<file path="config.mk">
export PLATFORM = sky130hd
export DESIGN_NAME = player_motion_ctl
export DESIGN_NICKNAME = d
export VERILOG_FILES = /design/src/rtl/player_motion_ctl.sv
export SDC_FILE = /design/constraint.sdc
export NUM_CORES = 1
export LEC_CHECK = 0
export ABC_AREA = 1
export BUFFER_PORTS_ARGS = -buffer_cell sky130_fd_sc_hd__buf_2
export CELL_PAD_IN_SITES_DETAIL_PLACEMENT = 1
export CELL_PAD_IN_SITES_GLOBAL_PLACEMENT = 2
export CORE_MARGIN = 2
export CORE_UTILIZATION = 38
export CTS_BUF_LIST = sky130_fd_sc_hd__clkbuf_8
export DETAILED_ROUTE_END_ITERATION = 10
export MAX_ROUTING_LAYER = met4
export PLACE_DENSITY = 0.91
export SKIP_LAST_GASP = 1
export SLEW_MARGIN = 5
export SYNTH_ARGS = -nofsm -noshare
export SYNTH_HDL_FRONTEND = slang
export SYNTH_SLANG_ARGS = --single-unit
</file>
<file path="constraint.sdc">
create_clock -name clk -period 4.9 [get_ports clk]
set_input_delay 0.245 -clock clk [delete_from_list [all_inputs] [get_ports clk]]
set_output_delay 0.245 -clock clk [all_outputs]
set_load 0.005 [all_outputs]
</file>
<file path="src/rtl/player_motion_ctl.sv">
// -----------------------------------------------------------------------------
// player_motion_ctl
//
// Frame-stepped player position controller. Horizontal motion is a small
// IDLE/RIGHT/LEFT FSM that walks the player STEP pixels per frame. Closed gate
// regions stop entry at their edges. A separate jump/gravity axis drives y.
// State changes only on a frame step, which is the rising edge of v_tick.
//
// Ports
//   clk          in   system clock
//   rst_n        in   asynchronous active-low reset
//   v_tick       in   frame strobe (level); rising edge = one frame step
//   m_left       in   move-left request (level)
//   m_right      in   move-right request (level)
//   m_jump       in   jump request (level)
//   gate_open    in   [N_GATES] bit i high = gate i passable
//   xpos_player  out  [XW] player x (0..X_MAX)
//   ypos_player  out  [XW] player y (0..Y_GROUND, smaller = higher)
//   airborne     out  player is in a jump
//   blocked      out  move requested this frame but x did not change
// -----------------------------------------------------------------------------
module player_motion_ctl #(
   parameter int                     XW       = 12,
   parameter int                     X_START  = 0,
   parameter int                     X_MAX    = 1056,
   parameter int                     STEP     = 1,
   parameter int                     N_GATES  = 2,
   parameter logic [N_GATES*XW-1:0]  GATE_LO  = {12'd700, 12'd350},
   parameter logic [N_GATES*XW-1:0]  GATE_HI  = {12'd800, 12'd450},
   parameter int                     Y_GROUND = 600,
   parameter int                     JUMP_V0  = 8,
   parameter int                     GRAVITY  = 1
) (
   input  logic               clk,
   input  logic               rst_n,
   input  logic               v_tick,
   input  logic               m_left,
   input  logic               m_right,
   input  logic               m_jump,
   input  logic [N_GATES-1:0] gate_open,
   output logic [XW-1:0]      xpos_player,
   output logic [XW-1:0]      ypos_player,
   output logic               airborne,
   output logic               blocked
);

   // Two extra bits keep x+STEP, x-STEP and y-vy free of wrap-around.
   localparam int SW = XW + 2;

   localparam logic signed [SW-1:0] C_XMAX_S = SW'(X_MAX);
   localparam logic signed [SW-1:0] C_STEP_S = SW'(STEP);
   localparam logic signed [SW-1:0] C_YGND_S = SW'(Y_GROUND);
   localparam logic signed [SW-1:0] C_V0_S   = SW'(JUMP_V0);
   localparam logic signed [SW-1:0] C_GRAV_S = SW'(GRAVITY);
   localparam logic [XW-1:0]        C_XMAX   = XW'(X_MAX);
   localparam logic [XW-1:0]        C_XSTART = XW'(X_START);
   localparam logic [XW-1:0]        C_YGND   = XW'(Y_GROUND);

   typedef enum logic [1:0] {
      ST_IDLE  = 2'd0,
      ST_RIGHT = 2'd1,
      ST_LEFT  = 2'd2
   } state_t;

   // ---------------------------------------------------------------- registers
   logic                 r_vtick_d;
   state_t               r_state;
   logic [XW-1:0]        r_x;
   logic [XW-1:0]        r_y;
   logic signed [SW-1:0] r_vy;
   logic                 r_air;
   logic                 r_blocked;

   // --------------------------------------------------------------- next state
   state_t               w_state_next;
   logic [XW-1:0]        w_x_next;
   logic [XW-1:0]        w_y_next;
   logic signed [SW-1:0] w_vy_next;
   logic                 w_air_next;
   logic                 w_blocked_next;

   logic                 w_frame;
   logic                 w_req_r;
   logic                 w_req_l;

   // --------------------------------------------------------- target compute
   logic signed [SW-1:0] w_x_ext;
   logic signed [SW-1:0] w_rsum;
   logic signed [SW-1:0] w_lsum;
   logic [XW-1:0]        w_tr_base;
   logic [XW-1:0]        w_tl_base;
   logic [XW-1:0]        w_tr;
   logic [XW-1:0]        w_tl;
   logic [XW-1:0]        w_lo [N_GATES];
   logic [XW-1:0]        w_hi [N_GATES];
   logic [N_GATES-1:0]   w_hit_r;
   logic [N_GATES-1:0]   w_hit_l;
   logic signed [SW-1:0] w_ydiff;

   // The delayed copy resets high so a v_tick held through reset release
   // does not count as a frame.
   assign w_frame = v_tick & ~r_vtick_d;
   assign w_req_r = m_right & ~m_left;
   assign w_req_l = m_left & ~m_right;

   assign w_x_ext   = $signed({2'b00, r_x});
   assign w_rsum    = w_x_ext + C_STEP_S;
   assign w_lsum    = w_x_ext - C_STEP_S;
   assign w_tr_base = (w_rsum > C_XMAX_S) ? C_XMAX : w_rsum[XW-1:0];
   assign w_tl_base = (w_lsum < 0) ? '0 : w_lsum[XW-1:0];

   // A closed gate only clamps motion that would cross its near edge; a
   // player already inside (gate closed behind them) is free to walk out.
   genvar gi;
   generate
      for (gi = 0; gi < N_GATES; gi++) begin : g_gate
         assign w_lo[gi]    = GATE_LO[gi*XW +: XW];
         assign w_hi[gi]    = GATE_HI[gi*XW +: XW];
         assign w_hit_r[gi] = ~gate_open[gi] & (r_x <= w_lo[gi]) & (w_lo[gi] < w_tr_base);
         assign w_hit_l[gi] = ~gate_open[gi] & (w_tl_base < w_hi[gi]) & (w_hi[gi] <= r_x);
      end
   endgenerate

   // Nearest blocking edge wins: smallest LO going right, largest HI going left.
   always_comb begin
      w_tr = w_tr_base;
      w_tl = w_tl_base;
      for (int i = 0; i < N_GATES; i++) begin
         if (w_hit_r[i] && (w_lo[i] < w_tr)) w_tr = w_lo[i];
         if (w_hit_l[i] && (w_hi[i] > w_tl)) w_tl = w_hi[i];
      end
   end

   // ------------------------------------------------------- horizontal FSM
   always_comb begin
      w_state_next   = r_state;
      w_x_next       = r_x;
      w_blocked_next = r_blocked;
      if (w_frame) begin
         w_blocked_next = 1'b0;
         case (r_state)
            ST_IDLE: begin
               // Entering a direction moves nothing this frame.
               if (w_req_r)      w_state_next = ST_RIGHT;
               else if (w_req_l) w_state_next = ST_LEFT;
            end
            ST_RIGHT: begin
               if (w_req_r) begin
                  w_x_next       = w_tr;
                  w_blocked_next = (w_tr == r_x);
                  w_state_next   = (w_tr < C_XMAX) ? ST_RIGHT : ST_IDLE;
               end else begin
                  w_state_next = ST_IDLE;
               end
            end
            ST_LEFT: begin
               if (w_req_l) begin
                  w_x_next       = w_tl;
                  w_blocked_next = (w_tl == r_x);
                  w_state_next   = (w_tl != '0) ? ST_LEFT : ST_IDLE;
               end else begin
                  w_state_next = ST_IDLE;
               end
            end
            default: w_state_next = ST_IDLE;
         endcase
      end
   end

   // ----------------------------------------------------------- vertical axis
   assign w_ydiff = $signed({2'b00, r_y}) - r_vy;

   always_comb begin
      w_y_next   = r_y;
      w_vy_next  = r_vy;
      w_air_next = r_air;
      if (w_frame) begin
         if (!r_air) begin
            // Launch frame: speed is loaded, y moves from the next frame on.
            if (m_jump) begin
               w_air_next = 1'b1;
               w_vy_next  = C_V0_S;
            end
         end else if (w_ydiff >= C_YGND_S) begin
            w_y_next   = C_YGND;
            w_vy_next  = '0;
            w_air_next = 1'b0;
         end else if (w_ydiff < 0) begin
            w_y_next  = '0;
            w_vy_next = '0;
         end else begin
            w_y_next  = w_ydiff[XW-1:0];
            w_vy_next = r_vy - C_GRAV_S;
         end
      end
   end

   // --------------------------------------------------------------- registers
   always_ff @(posedge clk or negedge rst_n) begin
      if (!rst_n) begin
         r_vtick_d <= 1'b1;
         r_state   <= ST_IDLE;
         r_x       <= C_XSTART;
         r_y       <= C_YGND;
         r_vy      <= '0;
         r_air     <= 1'b0;
         r_blocked <= 1'b0;
      end else begin
         r_vtick_d <= v_tick;
         r_state   <= w_state_next;
         r_x       <= w_x_next;
         r_y       <= w_y_next;
         r_vy      <= w_vy_next;
         r_air     <= w_air_next;
         r_blocked <= w_blocked_next;
      end
   end

   assign xpos_player = r_x;
   assign ypos_player = r_y;
   assign airborne    = r_air;
   assign blocked     = r_blocked;

endmodule

</file>
* After elaboration in Yosys (flattened, before gate mapping)
Index checks and enable logic that the tools add are counted.
** Storage, ports and cells
- Register bits after elaboration :: 43
- Input port bits :: 8
- Output and inout port bits :: 26
- Word-level logic and storage cells :: 90
** Cells by class
- $add $sub $neg :: 4
- Magnitude comparators :: 16
- Equal/unequal tests :: 7
- Muxes and demuxes :: 28
- Bitwise operators :: 16
- Reductions and logical operators :: 12
** Operators with widths (number)
- two-way mux 12 bit :: 10
- two-way mux 14 bit :: 4
- equality test 12 bit :: 2
- < comparator 10 x 12 -> 1 bit, first input constant :: 2
- case mux 12 bit (2 select lines) :: 1
- greater-or-equal comparator 14 x 11 -> 1 bit, second input constant :: 1
- < comparator 14 x 1 -> 1 bit, second input constant :: 1
- subtractor 13 x 14 -> 14 bit :: 1
- subtractor 14 x 2 -> 14 bit, second input constant :: 1
- adder 12 x 1 -> 13 bit, second input constant :: 1
- > comparator 13 x 11 -> 1 bit, second input constant :: 1
- < comparator 13 x 1 -> 1 bit, second input constant :: 1
- subtractor 12 x 1 -> 13 bit, second input constant :: 1
- > comparator 10 x 12 -> 1 bit, first input constant :: 1
- > comparator 9 x 12 -> 1 bit, first input constant :: 1
- less-or-equal comparator 10 x 12 -> 1 bit, first input constant :: 1
- less-or-equal comparator 12 x 10 -> 1 bit, second input constant :: 1
- less-or-equal comparator 12 x 9 -> 1 bit, second input constant :: 1
- less-or-equal comparator 9 x 12 -> 1 bit, first input constant :: 1
- < comparator 12 x 10 -> 1 bit, second input constant :: 1
- < comparator 12 x 11 -> 1 bit, second input constant :: 1
- < comparator 12 x 9 -> 1 bit, second input constant :: 1
- < comparator 9 x 12 -> 1 bit, first input constant :: 1
- nonzero test 12 bit :: 1
- 15 further kinds :: 45

* Logic depth before layout (Yosys ltp)
- Word-level depth :: 15
- Gate-level depth with buffers :: 28

* Worst setup path before layout
No wires, ideal clock.
- Path type :: register -> register
- Start point :: register r_vy[2]
- End point :: register r_y[2], in the netlist ypos_player[2]
- Library setup time :: 0.083 ns
- Data arrival time :: 2.665 ns
- Data required time :: 4.817 ns
- Slack :: 2.153 ns
- Cell stages (with the launch flop) :: 16
- Period minus slack after synthesis :: 2.747 ns
- Cell sequence :: dfrtp_1 -> inv_1 -> ha_1 -> a21o_1 -> a31oi_1 -> inv_1 -> a21o_1 -> a21oi_1 -> o21bai_1 -> a21o_1 -> a21oi_1 -> xor2_1 -> nand3_1 -> nor2_2 -> inv_2 -> o21ai_0
** Between the ends
- Longest elaborated chain between the ends :: 4
** Ends and longest elaborated chain
- start: declaration :: RTL line 70 : logic signed [SW-1:0] r_vy;
- start signal: assignment :: RTL line 213 : r_vy <= w_vy_next;
- subtractor 13 x 14 -> 14 bit (*) :: RTL line 171 : assign w_ydiff = $signed({2'b00, r_y}) - r_vy;
- < comparator 14 x 1 -> 1 bit :: RTL line 188 : end else if (w_ydiff < 0) begin
- two-way mux 12 bit :: RTL line 188
- two-way mux 12 bit (*) :: RTL line 184 : end else if (w_ydiff >= C_YGND_S) begin
- end signal: assignment :: RTL line 212 : r_y <= w_y_next;
- end: declaration :: RTL line 69 : logic [XW-1:0] r_y;
Every way passes the cells marked *; elsewhere a longest branch is shown, timed or not.
A chain may end at the register's enable or synchronous reset.

* Final worst setup path
- Start point :: register r_x[1], in the netlist xpos_player[1]
- End point :: register r_blocked, in the netlist blocked
** Between the ends
- Longest elaborated chain between the ends :: 14
** Ends and longest elaborated chain
- start: declaration :: RTL line 68 : logic [XW-1:0] r_x;
- start signal: assignment :: RTL line 211 : r_x <= w_x_next;
- subtractor 12 x 1 -> 13 bit :: RTL line 108 : assign w_lsum = w_x_ext - C_STEP_S;
- < comparator 13 x 1 -> 1 bit :: RTL line 110 : assign w_tl_base = (w_lsum < 0) ? '0 : w_lsum[XW-1:0];
- two-way mux 12 bit :: RTL line 110
- < comparator 12 x 9 -> 1 bit :: RTL line 120 : assign w_hit_l[gi] = ~gate_open[gi] & (w_tl_base < w_hi[gi]) & (w_hi[gi] <= r_x);
- AND 1 bit (2 in a row) :: RTL line 120
- logical AND 1 bit :: RTL line 130 : if (w_hit_l[i] && (w_hi[i] > w_tl)) w_tl = w_hi[i];
- two-way mux 12 bit :: RTL line 130
- > comparator 10 x 12 -> 1 bit :: RTL line 130
- logical AND 1 bit :: RTL line 130
- two-way mux 12 bit :: RTL line 130
- equality test 12 bit :: RTL line 159 : w_blocked_next = (w_tl == r_x);
- two-way mux 1 bit :: RTL line 157 : if (w_req_l) begin
- case mux 1 bit (2 select lines) (*) :: RTL line 141 : case (r_state)
- end signal: assignment :: RTL line 215 : r_blocked <= w_blocked_next;
- end: declaration :: RTL line 72 : logic r_blocked;
Marked as above.

==> out/results.tsv <==
stage	metric	value	unit
critical_path	path type of the worst setup path	flop to flop	
die	core region area	11000	sq um
global_route	global route total overflow	0	
global_route	number of antenna violations at the first check in global routing	0	
clock_network	buffer count from post-CTS setup fixing	0	
synthesis	share of synthesized flip-flops with an asynchronous set or reset	1.00	
clock_network	number of CTS-inserted buffers	5	
clock_network	Root Buffer Master	sky130_fd_sc_hd__clkbuf_8	
detailed_routing	DRC violation count after routing	0	
place	buffers added on ports	33	
pwr	worst ir drop on vdd	0.000408	V
critical_path	Max FO, Critical Path	13	
global_route	wire length of the first global-routing pass	24300	um
synthesis	Yosys cell types	50	
sta	largest clock skew in the final design	6.23	ps
sta	final worst path period share	0.742	
detailed_routing	final WL	14900	um
detailed_routing	initial detailed-routing violation count	236	
clock_network	clock tree from TritonCTS	yes	
global_route	largest net degree at the start of global routing	44	
layout	total inserted antenna cells	0	
clock_network	buffer levels on the longest clock path	2	
layout	Sequential cell area	1080	sq um
synthesis	total of warnings raised by yosys	0	
sta	setup repair after global routing missed its margin	no	
sta	worst hold slack across all endpoints	39.9	ps
detailed_routing	Avg WL per Cell	18.7	um
clock_network	Clock transition at path regs	90	ps
global_route	via count of the first global-routing pass	4666	
place	placed cells	788	
sta	fmax	0.275	GHz
synthesis	Post-Synthesis Mean Instance Area	6.86	sq um
place	Post-DP HPWL	11700	um
synthesis	proportion of synthesized chip area in sequential cells	0.250	
layout	area added between synthesis and finish	7.96	%
layout	Final #Nets	688	
pwr	final total power	3.86	mW
layout	area taken by multi-input logic gates	2780	sq um
sta	post-layout minimum cycle time	3630	ps
sta	Total Negative Setup Slacks	0	ps
clock_network	Post-CTS Hold Fix Bufs	0	
sta	number of failing setup endpoints in the final timing report	0	
sta	relative slew slack	0.308	
synthesis	synthesized netlist net count	663	
synthesis	flip-flop and latch count after synthesis	43	
synthesis	number of enable flip-flop cells after synthesis	0	
run	max-capacitance violation count	0	
place	post-placement worst setup slack	1330	ps
pwr	total power per unit cell area	828	nW/um^2
critical_path	required time of the critical path	5150	ps
layout	Post-Route Utilization	0.425	
critical_path	type of element capturing the critical path	flop	
sta	max-slew violations	0	
clock_network	H-Tree Level Count	2	
clock_network	later-pin clock latency in the skew report	310	ps
clock_network	total number of clock tree sinks	43	
detailed_routing	Via Count	4438	
die	die width	111	um
die	IO Pins	34	
worst_hold_path	Hold WC Path Type	primary input to flop	
detailed_routing	mean number of vias per cell	5.58	
global_route	Tot GR Track Use	0.250	
detailed_routing	number of nets with antenna violations after detailed routing	0	
sta	endpoints failing hold	0	
layout	number of standard cells in the final layout excluding fillers	796	
clock_network	post-cts gate resize count	0	
detailed_routing	first-pass detailed-route iteration total	4	
run_status	result of the run	complete, no violations	
sta	worst setup slack after layout	1270	ps
pwr	leakage power figure	2.38	nW
layout	number of fill cells	1454	
die	die area	12200	sq um
die	initial core utilization	0.393	
critical_path	Startpoint Class	flop	
layout	share of cells above drive strength 1	0.139	
synthesis	Post-Syn Instances	630	
place	final weighted congestion of routability-driven global placement	0.974	
die	height of the chip	111	um
critical_path	data arrival time of the worst path	3880	ps
sta	transition time at the pin with the least slew margin	1040	ps
layout	post-layout instance area	4670	sq um
synthesis	synthesized area	4320	sq um
synthesis	most used flip-flop cell after synthesis	sky130_fd_sc_hd__dfrtp_1	
die	row count	38	
place	cell area after placement	4540	sq um
layer usage:
layer / vias to the layer above / share of wire / track usage
met3: 22 / 0.033 / 0.0225
met1: 2181 / 0.43 / 0.298
met4: 0 / 0.019 / 0.0725
met2: 89 / 0.52 / 0.449
li1: 2146 / - / -
met5: - / 0 / -
cells in the mapped netlist, types with 3 or more instances:
cell	n	area [sq um]
sky130_fd_sc_hd__nand2_1	135	507
sky130_fd_sc_hd__inv_1	78	293
sky130_fd_sc_hd__nor2_1	66	248
sky130_fd_sc_hd__nand3_1	55	275
sky130_fd_sc_hd__dfrtp_1	38	951
sky130_fd_sc_hd__o21ai_0	32	160
sky130_fd_sc_hd__xor2_1	28	245
sky130_fd_sc_hd__a21oi_1	25	125
sky130_fd_sc_hd__ha_1	24	300
sky130_fd_sc_hd__nand4_1	16	100
sky130_fd_sc_hd__nor3_1	12	60.1
sky130_fd_sc_hd__o22ai_1	10	62.6
sky130_fd_sc_hd__inv_2	9	33.8
sky130_fd_sc_hd__nand2_2	9	56.3
sky130_fd_sc_hd__o221ai_1	7	61.3
sky130_fd_sc_hd__nand3_2	6	60.1
sky130_fd_sc_hd__a21o_1	5	37.5
sky130_fd_sc_hd__dfstp_2	5	131
sky130_fd_sc_hd__nor4_1	5	31.3
sky130_fd_sc_hd__o21bai_1	5	37.5
sky130_fd_sc_hd__a31oi_1	4	25.0
sky130_fd_sc_hd__buf_4	4	30.0
sky130_fd_sc_hd__buf_6	4	45.0
sky130_fd_sc_hd__clkbuf_1	4	15.0
sky130_fd_sc_hd__nor2_2	4	25.0
sky130_fd_sc_hd__xnor2_1	4	35.0
sky130_fd_sc_hd__buf_2	3	15.0
power by group:
group          total, mW  switching (mW)  internal [mW]  leakage [nW]
Combinational       2.81            1.86          0.945          1.76
Sequential         0.745           0.256          0.489         0.556
Clock              0.309           0.141          0.168        0.0618
Total               3.86            2.26           1.60          2.38
layout by cell type, fill, tap and decap left out, types with 5 or more instances in the layout:
| cell | n |
|---|---|
| sky130_fd_sc_hd__o221ai_1 | 7 |
| sky130_fd_sc_hd__nand2_1 | 135 |
| sky130_fd_sc_hd__nor3_1 | 12 |
| sky130_fd_sc_hd__a21oi_1 | 25 |
| sky130_fd_sc_hd__ha_1 | 24 |
| sky130_fd_sc_hd__o21ai_0 | 32 |
| sky130_fd_sc_hd__xor2_1 | 28 |
| sky130_fd_sc_hd__dfrtp_1 | 38 |
| sky130_fd_sc_hd__a21o_1 | 5 |
| sky130_fd_sc_hd__nand2_2 | 9 |
| sky130_fd_sc_hd__inv_1 | 78 |
| sky130_fd_sc_hd__clkbuf_8 | 6 |
| sky130_fd_sc_hd__o22ai_1 | 10 |
| sky130_fd_sc_hd__o21bai_1 | 5 |
| sky130_fd_sc_hd__nor4_1 | 5 |
| sky130_fd_sc_hd__dfstp_2 | 5 |
| sky130_fd_sc_hd__nand4_1 | 16 |
| sky130_fd_sc_hd__nor2_1 | 66 |
| sky130_fd_sc_hd__inv_2 | 9 |
| sky130_fd_sc_hd__nand3_1 | 55 |
| sky130_fd_sc_hd__buf_2 | 33 |
| sky130_fd_sc_hd__nand3_2 | 6 |
flip-flops by register name (all words and copies together), names as in the netlist:
| register | cells |
|---|---|
| airborne | 1 |
| blocked | 1 |
| r_state | 2 |
| r_vtick_d | 1 |
| r_vy | 14 |
| xpos_player | 12 |
| ypos_player | 12 |
area by class of cell:
cell class	instances	area share
flip-flops and latches	43	0.232
well taps	140	0.0375
multi-input cells	483	0.596
inverters	88	0.0713
clock buffers	6	0.0177
repair buffers	34	0.0370
clock inverters	2	0.00831
worst max-delay path, stage by stage, from the launching register on:
cell and delay (ps):
sky130_fd_sc_hd__dfrtp_1 660, sky130_fd_sc_hd__ha_1 300, sky130_fd_sc_hd__inv_1 80, sky130_fd_sc_hd__nor2_1 210, sky130_fd_sc_hd__nand3_1 100, sky130_fd_sc_hd__nand2_1 140
sky130_fd_sc_hd__nand4_1 100, sky130_fd_sc_hd__nand2_1 90, sky130_fd_sc_hd__nand2_2 100, sky130_fd_sc_hd__nand2_4 180, sky130_fd_sc_hd__inv_2 70, sky130_fd_sc_hd__nor2_2 160
sky130_fd_sc_hd__inv_2 80, sky130_fd_sc_hd__nor2_2 110, sky130_fd_sc_hd__nand2_1 70, sky130_fd_sc_hd__nand2_1 290, sky130_fd_sc_hd__nand3_1 220, sky130_fd_sc_hd__a21oi_1 190
sky130_fd_sc_hd__nand2_1 70, sky130_fd_sc_hd__nor2_1 100, sky130_fd_sc_hd__nand3_1 80, sky130_fd_sc_hd__nand2_1 70, sky130_fd_sc_hd__nand2_1 50, sky130_fd_sc_hd__nand2_1 50
path summary, 6_finish.rpt:
kind	from	end	slack [ps]	depth (start not counted)
max in group asynchronous	rst_n	blocked	4150	1
min in group asynchronous	rst_n	xpos_player[11]	110	1
worst max register to register	xpos_player[1]	blocked	1270	23
worst min-delay path	v_tick	r_vtick_d	40	1
worst min register to register	ypos_player[9]	ypos_player[9]	510	2
worst max-delay path	xpos_player[1]	blocked	1270	23
cell families after synthesis:
family / Yosys count / share of synthesized area
DFF: 43 / 0.250
buffers and inverters: 104 / 0.106
xor gates and xnor gates: 32 / 0.0649
adders and majority gates: 25 / 0.0741
and+or+nand+nor: 320 / 0.353
AOI/OAI and AO/OA: 106 / 0.151
Power figures use the tool's default switching activity.
